==> src/rtl/term_writer.sv <==
// Character terminal writer: turns a CPU character stream into display-memory writes.
// Define TERM_SCROLL_EN to scroll the screen up at the bottom row instead of wrapping to row 0.
//
// state     | meaning
// IDLE      | waiting for a character, char_ready high
// WRITE     | one cycle after a transfer; carries the cell write, if there is one
// SCROLL_RD | read strobe on a source cell one row below its destination
// SCROLL_WR | write of the returned data one row up
// CLEAR     | one BLANK write per cycle from ptr up to end_addr
module term_writer #(
    parameter int         COLS  = 40,
    parameter int         ROWS  = 30,
    parameter logic [7:0] BLANK = 8'h20
) (
    input  logic        clk,
    input  logic        clr,
    input  logic [7:0]  char_in,
    input  logic        char_valid,
    output logic        char_ready,
    output logic [11:0] mem_addr,
    output logic [7:0]  mem_wdata,
    output logic        mem_we,
    output logic        mem_re,
    input  logic [7:0]  mem_rdata,
    output logic [5:0]  cursor_col,
    output logic [4:0]  cursor_row,
    output logic        busy
);

    localparam logic [2:0] IDLE      = 3'd0;
    localparam logic [2:0] WRITE     = 3'd1;
    localparam logic [2:0] SCROLL_RD = 3'd2;
    localparam logic [2:0] SCROLL_WR = 3'd3;
    localparam logic [2:0] CLEAR     = 3'd4;

`ifdef TERM_SCROLL_EN
    localparam logic SCROLL_EN = 1'b1;
`else
    localparam logic SCROLL_EN = 1'b0;
`endif

    localparam logic [5:0]  COL_MAX       = 6'(COLS - 1);
    localparam logic [4:0]  ROW_MAX       = 5'(ROWS - 1);
    localparam logic [11:0] COLS_A        = 12'(COLS);
    localparam logic [11:0] LAST_ADDR     = 12'(COLS * ROWS - 1);
    localparam logic [11:0] LAST_ROW_BASE = 12'((ROWS - 1) * COLS);

    logic [2:0]  state;
    logic [11:0] ptr;
    logic [11:0] end_addr;
    logic        wrap_pend;
    logic        armed;
    logic        re_q;
    logic [7:0]  wdata_q;
    logic [4:0]  adv_row;
    logic        adv_wrap;

    function automatic logic [11:0] cell_addr(input logic [4:0] r, input logic [5:0] c);
        return 12'(int'(r) * COLS + int'(c));
    endfunction

    // Line advance; at the bottom row the actual move is finished after the WRITE cycle
    always_comb begin
        adv_wrap = (cursor_row == ROW_MAX);
        adv_row  = cursor_row + 5'd1;
        if (adv_wrap) begin
            adv_row = SCROLL_EN ? ROW_MAX : 5'd0;
        end
    end

    assign char_ready = armed && (state == IDLE);
    assign busy       = (state != IDLE);
    assign mem_re     = re_q & SCROLL_EN;
    // Scroll data passes straight from the read port, valid in the SCROLL_WR cycle
    assign mem_wdata  = (state == SCROLL_WR) ? mem_rdata : wdata_q;

    always_ff @(posedge clk or negedge clr) begin
        if (!clr) begin
            state      <= IDLE;
            ptr        <= '0;
            end_addr   <= '0;
            wrap_pend  <= 1'b0;
            armed      <= 1'b0;
            re_q       <= 1'b0;
            mem_we     <= 1'b0;
            mem_addr   <= '0;
            wdata_q    <= '0;
            cursor_col <= '0;
            cursor_row <= '0;
        end else begin
            armed <= 1'b1;
            case (state)
                IDLE: begin
                    if (char_valid && char_ready) begin
                        state     <= WRITE;
                        wrap_pend <= 1'b0;
                        if (char_in >= 8'h20) begin
                            mem_we   <= 1'b1;
                            mem_addr <= cell_addr(cursor_row, cursor_col);
                            wdata_q  <= char_in;
                            if (cursor_col == COL_MAX) begin
                                cursor_col <= '0;
                                cursor_row <= adv_row;
                                wrap_pend  <= adv_wrap;
                            end else begin
                                cursor_col <= cursor_col + 6'd1;
                            end
                        end else begin
                            case (char_in)
                                8'h0A: begin
                                    cursor_col <= '0;
                                    cursor_row <= adv_row;
                                    wrap_pend  <= adv_wrap;
                                end
                                8'h0D: cursor_col <= '0;
                                8'h08: begin
                                    if (cursor_col != 6'd0) begin
                                        cursor_col <= cursor_col - 6'd1;
                                        mem_we     <= 1'b1;
                                        mem_addr   <= cell_addr(cursor_row, cursor_col - 6'd1);
                                        wdata_q    <= BLANK;
                                    end
                                end
                                8'h0C: begin
                                    state      <= CLEAR;
                                    cursor_col <= '0;
                                    cursor_row <= '0;
                                    ptr        <= '0;
                                    end_addr   <= LAST_ADDR;
                                    mem_we     <= 1'b1;
                                    mem_addr   <= '0;
                                    wdata_q    <= BLANK;
                                end
                                default: ;
                            endcase
                        end
                    end
                end
                WRITE: begin
                    mem_we <= 1'b0;
                    if (!wrap_pend) begin
                        state <= IDLE;
                    end else if (SCROLL_EN) begin
                        state    <= SCROLL_RD;
                        ptr      <= COLS_A;
                        re_q     <= 1'b1;
                        mem_addr <= COLS_A;
                    end else begin
                        state    <= CLEAR;
                        ptr      <= '0;
                        end_addr <= COLS_A - 12'd1;
                        mem_we   <= 1'b1;
                        mem_addr <= '0;
                        wdata_q  <= BLANK;
                    end
                end
                SCROLL_RD: begin
                    state    <= SCROLL_WR;
                    re_q     <= 1'b0;
                    mem_we   <= 1'b1;
                    mem_addr <= ptr - COLS_A;
                end
                SCROLL_WR: begin
                    if (ptr == LAST_ADDR) begin
                        state    <= CLEAR;
                        ptr      <= LAST_ROW_BASE;
                        end_addr <= LAST_ADDR;
                        mem_addr <= LAST_ROW_BASE;
                        wdata_q  <= BLANK;
                    end else begin
                        state    <= SCROLL_RD;
                        mem_we   <= 1'b0;
                        re_q     <= 1'b1;
                        ptr      <= ptr + 12'd1;
                        mem_addr <= ptr + 12'd1;
                    end
                end
                CLEAR: begin
                    if (ptr == end_addr) begin
                        state  <= IDLE;
                        mem_we <= 1'b0;
                    end else begin
                        ptr      <= ptr + 12'd1;
                        mem_addr <= ptr + 12'd1;
                    end
                end
                default: begin
                    state  <= IDLE;
                    mem_we <= 1'b0;
                    re_q   <= 1'b0;
                end
            endcase
        end
    end

endmodule

==> config.mk <==
export PLATFORM = sky130hd
export DESIGN_NAME = term_writer
export DESIGN_NICKNAME = d
export VERILOG_FILES = /design/src/rtl/term_writer.sv
export SDC_FILE = /design/constraint.sdc
export NUM_CORES = 1
export LEC_CHECK = 0
export BUFFER_PORTS_ARGS = -buffer_cell sky130_fd_sc_hd__buf_2
export CORE_MARGIN = 2
export CORE_UTILIZATION = 40
export DETAILED_ROUTE_END_ITERATION = 12
export GPL_ROUTABILITY_DRIVEN = 0
export PLACE_DENSITY = 0.69
export SYNTH_ARGS = -nofsm -noshare
export SYNTH_HDL_FRONTEND = slang
export SYNTH_SLANG_ARGS = --single-unit
==> constraint.sdc <==
create_clock -name clk -period 2.9 [get_ports clk]
set_input_delay 0.29 -clock clk [delete_from_list [all_inputs] [get_ports clk]]
set_output_delay 0.29 -clock clk [all_outputs]
set_load 0.03 [all_outputs]
Word-level counts from Yosys, hierarchy flattened
Cells that the tools add are included.
W data, S select, Z words.
- output and inout bits: 35
- input port bits: 19
- register bits after elaboration: 61
- equality and inequality tests: 24
- $lt $le $gt $ge: 1
- add/sub/neg operators: 7
- multipliers: 1
- mux-type cells: 52
- reductions and logical operators: 20
- operators with widths (kind ; count):
    $mux W12 ; 14
    $pmux W12 S5 ; 1
    $mux W8 ; 6
    $pmux W12 S4 ; 1
    $pmux W12 S3 ; 1
    $eq A8 B4 Y1 const B ; 4
    $pmux W12 S2 ; 1
    $pmux W8 S3 ; 1
    $reduce_and A6 Y1 ; 4
    $mux W3 ; 6
    $mux W6 ; 3
    $pmux W8 S2 ; 1
    $mux W5 ; 3
    $pmux W3 S5 ; 1
    $add A11 B6 Y12 ; 1
    $add A12 B1 Y12 const B ; 1
    $add A12 B7 Y12 ; 1
    $eq A12 B11 Y1 const B ; 1
    $eq A12 B12 Y1 ; 1
    $pmux W6 S2 ; 1
    $reduce_bool A3 Y1 ; 4
    $sub A12 B6 Y12 const B ; 1
    $ne A2 B2 Y1 const B ; 5
    $pmux W5 S2 ; 1
    26 further kinds ; 41

Logic depth before layout (Yosys ltp)
- word-level depth: 7
- gate-level depth with buffers: 12
- gate-level depth less buffers: 12

Worst setup path after synthesis
Ideal clock, no wire load.
- path kind: reg-to-reg
- from: register cursor_row[1]
- to: register mem_addr[8]
- path buffers: 1
- stages on the path, launching flop included: 10
- arrival: 2.727 ns
- library setup time: 0.095 ns
- setup slack: 0.078 ns
- cells stage by stage: dfrtp_1 ha_1 ha_1 fa_1 buf_1 nand2_1 or4_1 nand3_1 a31oi_1 o31ai_1
- cells in the longest elaborated chain, start to end: 7
- elaborated cells between the ends (all ways): 8
- classes of those cells: add/sub (2); mul (1); mux (5)
- RTL lines (what ; line ; source):
    start: declaration ; 26 ; output logic [4:0] cursor_row,
    start signal: assignment ; 103 ; cursor_row <= adv_row;
    start signal: assignment ; 112 ; cursor_row <= adv_row;
    $mul A5 B3 Y8 * ; 59 ; return 12'(int'(r) * COLS + int'(c));
    $add A11 B6 Y12 ; 59 ;
    $mux W12 ; 117 ; if (cursor_col != 6'd0) begin
    $pmux W12 S2 ; 109 ; case (char_in)
    $mux W12 * ; 97 ; if (char_in >= 8'h20) begin
    $mux W12 * ; 94 ; if (char_valid && char_ready) begin
    $pmux W12 S5 * ; 92 ; case (state)
    end signal: assignment ; 99 ; mem_addr <= cell_addr(cursor_row, cursor_col);
    end signal: assignment ; 120 ; mem_addr <= cell_addr(cursor_row, cursor_col - 6'd1);
    end signal: assignment ; 161 ; mem_addr <= ptr - COLS_A;
    end: declaration ; 20 ; output logic [11:0] mem_addr,
Every way passes the cells marked *; elsewhere a longest branch is shown, timed or not. The select of a mux whose other input is x is not followed.
A chain may end at the register's enable or synchronous reset.

Final worst setup path
- from: register cursor_row[2]
- to: register mem_addr[9]
Same word-level chain as after synthesis.

==> flow_metrics.py <==
metrics = {
    "run_status": {
        "outcome": "finished clean",
    },
    "worst_setup_path": {
        "reg2reg_slack_ns": 0.21,
        "cp-endpoint": "mem_addr[9]",
        "regToRegStartpoint": "cursor_row[2]",
        "cp_data_arrival_time_ns": 2.90,
        "crit_path_start_kind": "flop",
        "required_ns": 3.11,
        "crit_start": "cursor_row[2]",
        "crit_type": "reg -> reg",
        "cp-end-kind": "flop",
        "cp_max_fo": 9,
        "reg2reg_depth": 8,
        "reg2reg_to": "mem_addr[9]",
    },
    "logic_synthesis": {
        "syn_area_um2": 4040,
        "synth_ff_type": "dfrtp_1",
        "synth_cell_types": 72,
        "synth.most_common_cell": "nand2_1",
        "avgSynthCellArea_um2": 8.20,
        "synthArstFlopShare_pct": 100,
        "synth_area_leaders": "dfrtp_1 (32%), o21ai_0 (6.8%), ha_1 (5.9%)",
        "postSynthCellCount": 492,
        "synth_common_cells": "nand2_1 (60), o21ai_0 (55), dfrtp_1 (51), nor2_1 (36), a21oi_1 (29)",
        "synth_top_area_share_pct": 31.6,
        "ys_seq_area_share_pct": 31.6,
        "yosysWarnings": 0,
        "ys_ff_latch": 51,
        "syn_nets": 533,
        "synth_enable_flop_cells": 0,
        "synth.largest_area_cell": "dfrtp_1",
    },
    "grt": {
        "grt_pass1_vias": 3781,
        "antenna_found_initial": 0,
        "grt_use_total_pct": 20.5,
        "gr-total-overflow": 0,
        "grt_pass1_wl_um": 18700,
        "grt_max_degree": 35,
    },
    "power": {
        "p_per_area_nw_per_um2": 283,
        "total_switching_power_mw": 0.328,
        "swShare_pct": 25.3,
        "irDropWorstVdd_mv": 0.175,
        "clockPowerShare_pct": 36.4,
        "share_comb_of_total_power_pct": 7.8,
        "finalPower_mw": 1.30,
        "p_int_mw": 0.968,
        "pwr-share-seq_pct": 55.8,
        "cellLeakagePower_nw": 2.02,
    },
    "route": {
        "first_iter_violations": 260,
        "wire_per_inst_um": 16.1,
        "totalWireLength_um": 10900,
        "drc": 0,
        "avgViaCountPerCell": 5.76,
        "first_pass_iters": 5,
        "vias": 3908,
        "antenna_left": 0,
    },
    "worst_hold_path": {
        "hp-class": "in -> reg",
    },
    "cells_and_area": {
        "post-route-util_pct": 46.9,
        "final_area_um2": 4580,
        "area_growth_pct": 13.5,
        "nets": 585,
        "n_fill_cell": 997,
        "antennaDiodeCount": 0,
        "final-instance-count-excl-fill": 678,
        "drive_above_1_share_pct": 21.1,
    },
    "flow_run": {
        "max_cap_viol_count": 0,
    },
    "floorplan": {
        "start_util_pct": 41.3,
        "die-area_um2": 10900,
        "die_w_um": 104,
        "rows": 36,
        "die_y_um": 104,
        "boundaryPins": 54,
        "design.core.area_um2": 9770,
    },
    "clock_network": {
        "clock_sinks": 51,
        "root_buffer": "clkbuf_8",
        "clkTransAtPathRegs_ns": 0.10,
        "post-cts-setup-buffers": 0,
        "cts_tree": "built",
        "clockBufferDepth": 2,
        "clk_latency_ns": 0.32,
        "htree_levels": 2,
        "cts-buffers-inserted": 5,
    },
    "timing": {
        "setup_violations": 0,
        "timing.hold.ws_ns": 0.230,
        "post-route-min-period_ns": 2.69,
        "hold_violations": 0,
        "tightest_slew_ns": 0.772,
        "drv_slew": 0,
        "slew_headroom_pct": 48.5,
        "min_period_over_period_pct": 92.7,
        "finClkSkew_ns": 0.0130,
        "fin_setup_tns_ns": 0,
        "fmaxAchievable_ghz": 0.372,
        "worst_slack_ns": 0.211,
        "rsz0062_at_grt": "no",
    },
    "place": {
        "place_inst": 669,
        "hpwl_um": 8230,
        "postPlaceCellArea_um2": 4450,
        "place_ws_ns": 0.218,
        "io_buffers": 52,
    },
}
-- worst min path at each step --
stage | to | cells after the start | start | slack [ns]
2_1_floorplan | armed | 0 | clr | -0.006
3_3_place_gp | ptr[7] | 1 | clr | 0.25
3_5_place_dp | ptr[7] | 1 | clr | 0.25
4_1_cts | wdata_q[3] | 3 | char_in[3] | 0.23
5_1_grt | wdata_q[0] | 3 | char_in[0] | 0.26
6_report | wdata_q[3] | 3 | char_in[3] | 0.23
-- sequential cells by signal, indices dropped and copies added, names as in the netlist --
register	flops
ptr	12
cursor_row	5
end_addr	2
wrap_pend	1
wdata_q	8
state	3
mem_we	1
mem_addr	12
armed	1
cursor_col	6
-- placed cells by master, fill, tap and decap left out, drive strengths merged, types with 3 or more instances in the layout --
| cell type | count |
|---|---|
| clkbuf | 7 |
| dfrtp | 51 |
| nor3 | 13 |
| a211oi | 4 |
| and3 | 4 |
| a221o | 3 |
| a21o | 8 |
| nor2b | 8 |
| xor2 | 8 |
| a221oi | 6 |
| or3 | 5 |
| nor2 | 36 |
| a31oi | 8 |
| o21a | 5 |
| o22ai | 4 |
| fa | 3 |
| ha | 19 |
| a31o | 4 |
| a21oi | 29 |
| o21ai | 59 |
| o221a | 3 |
| o211ai | 3 |
| nand2b | 5 |
| xnor2 | 14 |
| o31ai | 6 |
| inv | 18 |
| nand2 | 60 |
| and2 | 4 |
| buf | 73 |
| o221ai | 4 |
| nand3 | 23 |
| or2 | 5 |
| or4 | 7 |
| nand4 | 6 |
-- power groups by stage --
stage	Clock (mW)	Combinational (mW)	Sequential, mW
2_1_floorplan	0	0.0528	0.736
3_3_place_gp	0	0.0994	0.737
3_5_place_dp	0	0.101	0.737
4_1_cts	0.487	0.102	0.723
5_1_grt	0.505	0.112	0.724
6_report	0.472	0.101	0.723
-- layer usage --
metal,track usage (%),routed length (um),share of wire (%)
met1,26.5,4780,44
met3,3.51,526,4.8
met5,0,0,0
met2,34.4,5340,49
met4,7.63,294,2.7
-- cell families (layout without fill, tap and decap cells) --
logic type	Yosys count	after routing	share of synthesized area, %
muxes	1	1	0.279
other	2	2	0.186
buffers and inverters	48	101	6.08
and+or+nand+nor	184	184	23.1
AOI/OAI and AO/OA	162	162	26.6
adders and majority gates	22	22	7.38
xor gates and xnor gates	22	22	4.78
DFF	51	51	31.6
-- timing repair --
item,4_1_cts,5_1_grt
gates resized for setup,0,3
hold buffers,1,0
hold endpoints to repair,17,0
setup endpoints to repair,0,3
-- worst max-delay path: stages (launching register included) --
cell and delay, ns:
dfrtp_1 0.48, ha_1 0.38, fa_1 0.47, xor2_1 0.36, o2111ai_1 0.17, a31oi_1 0.21, xnor2_1 0.15, o221ai_1 0.13
a31o_1 0.24
-- layout make-up --
cell class | instances | area (um^2) | area share, %
timing repair buffer | 74 | 428 | 9.34
multi-input combinational | 393 | 2530 | 55.3
inverter | 19 | 71.3 | 1.56
sequential | 51 | 1280 | 27.9
tap | 133 | 166 | 3.63
clock buffer | 7 | 96.3 | 2.10
clock inverter | 1 | 7.51 | 0.164
Note: power is estimated with default switching activity, not from simulation.
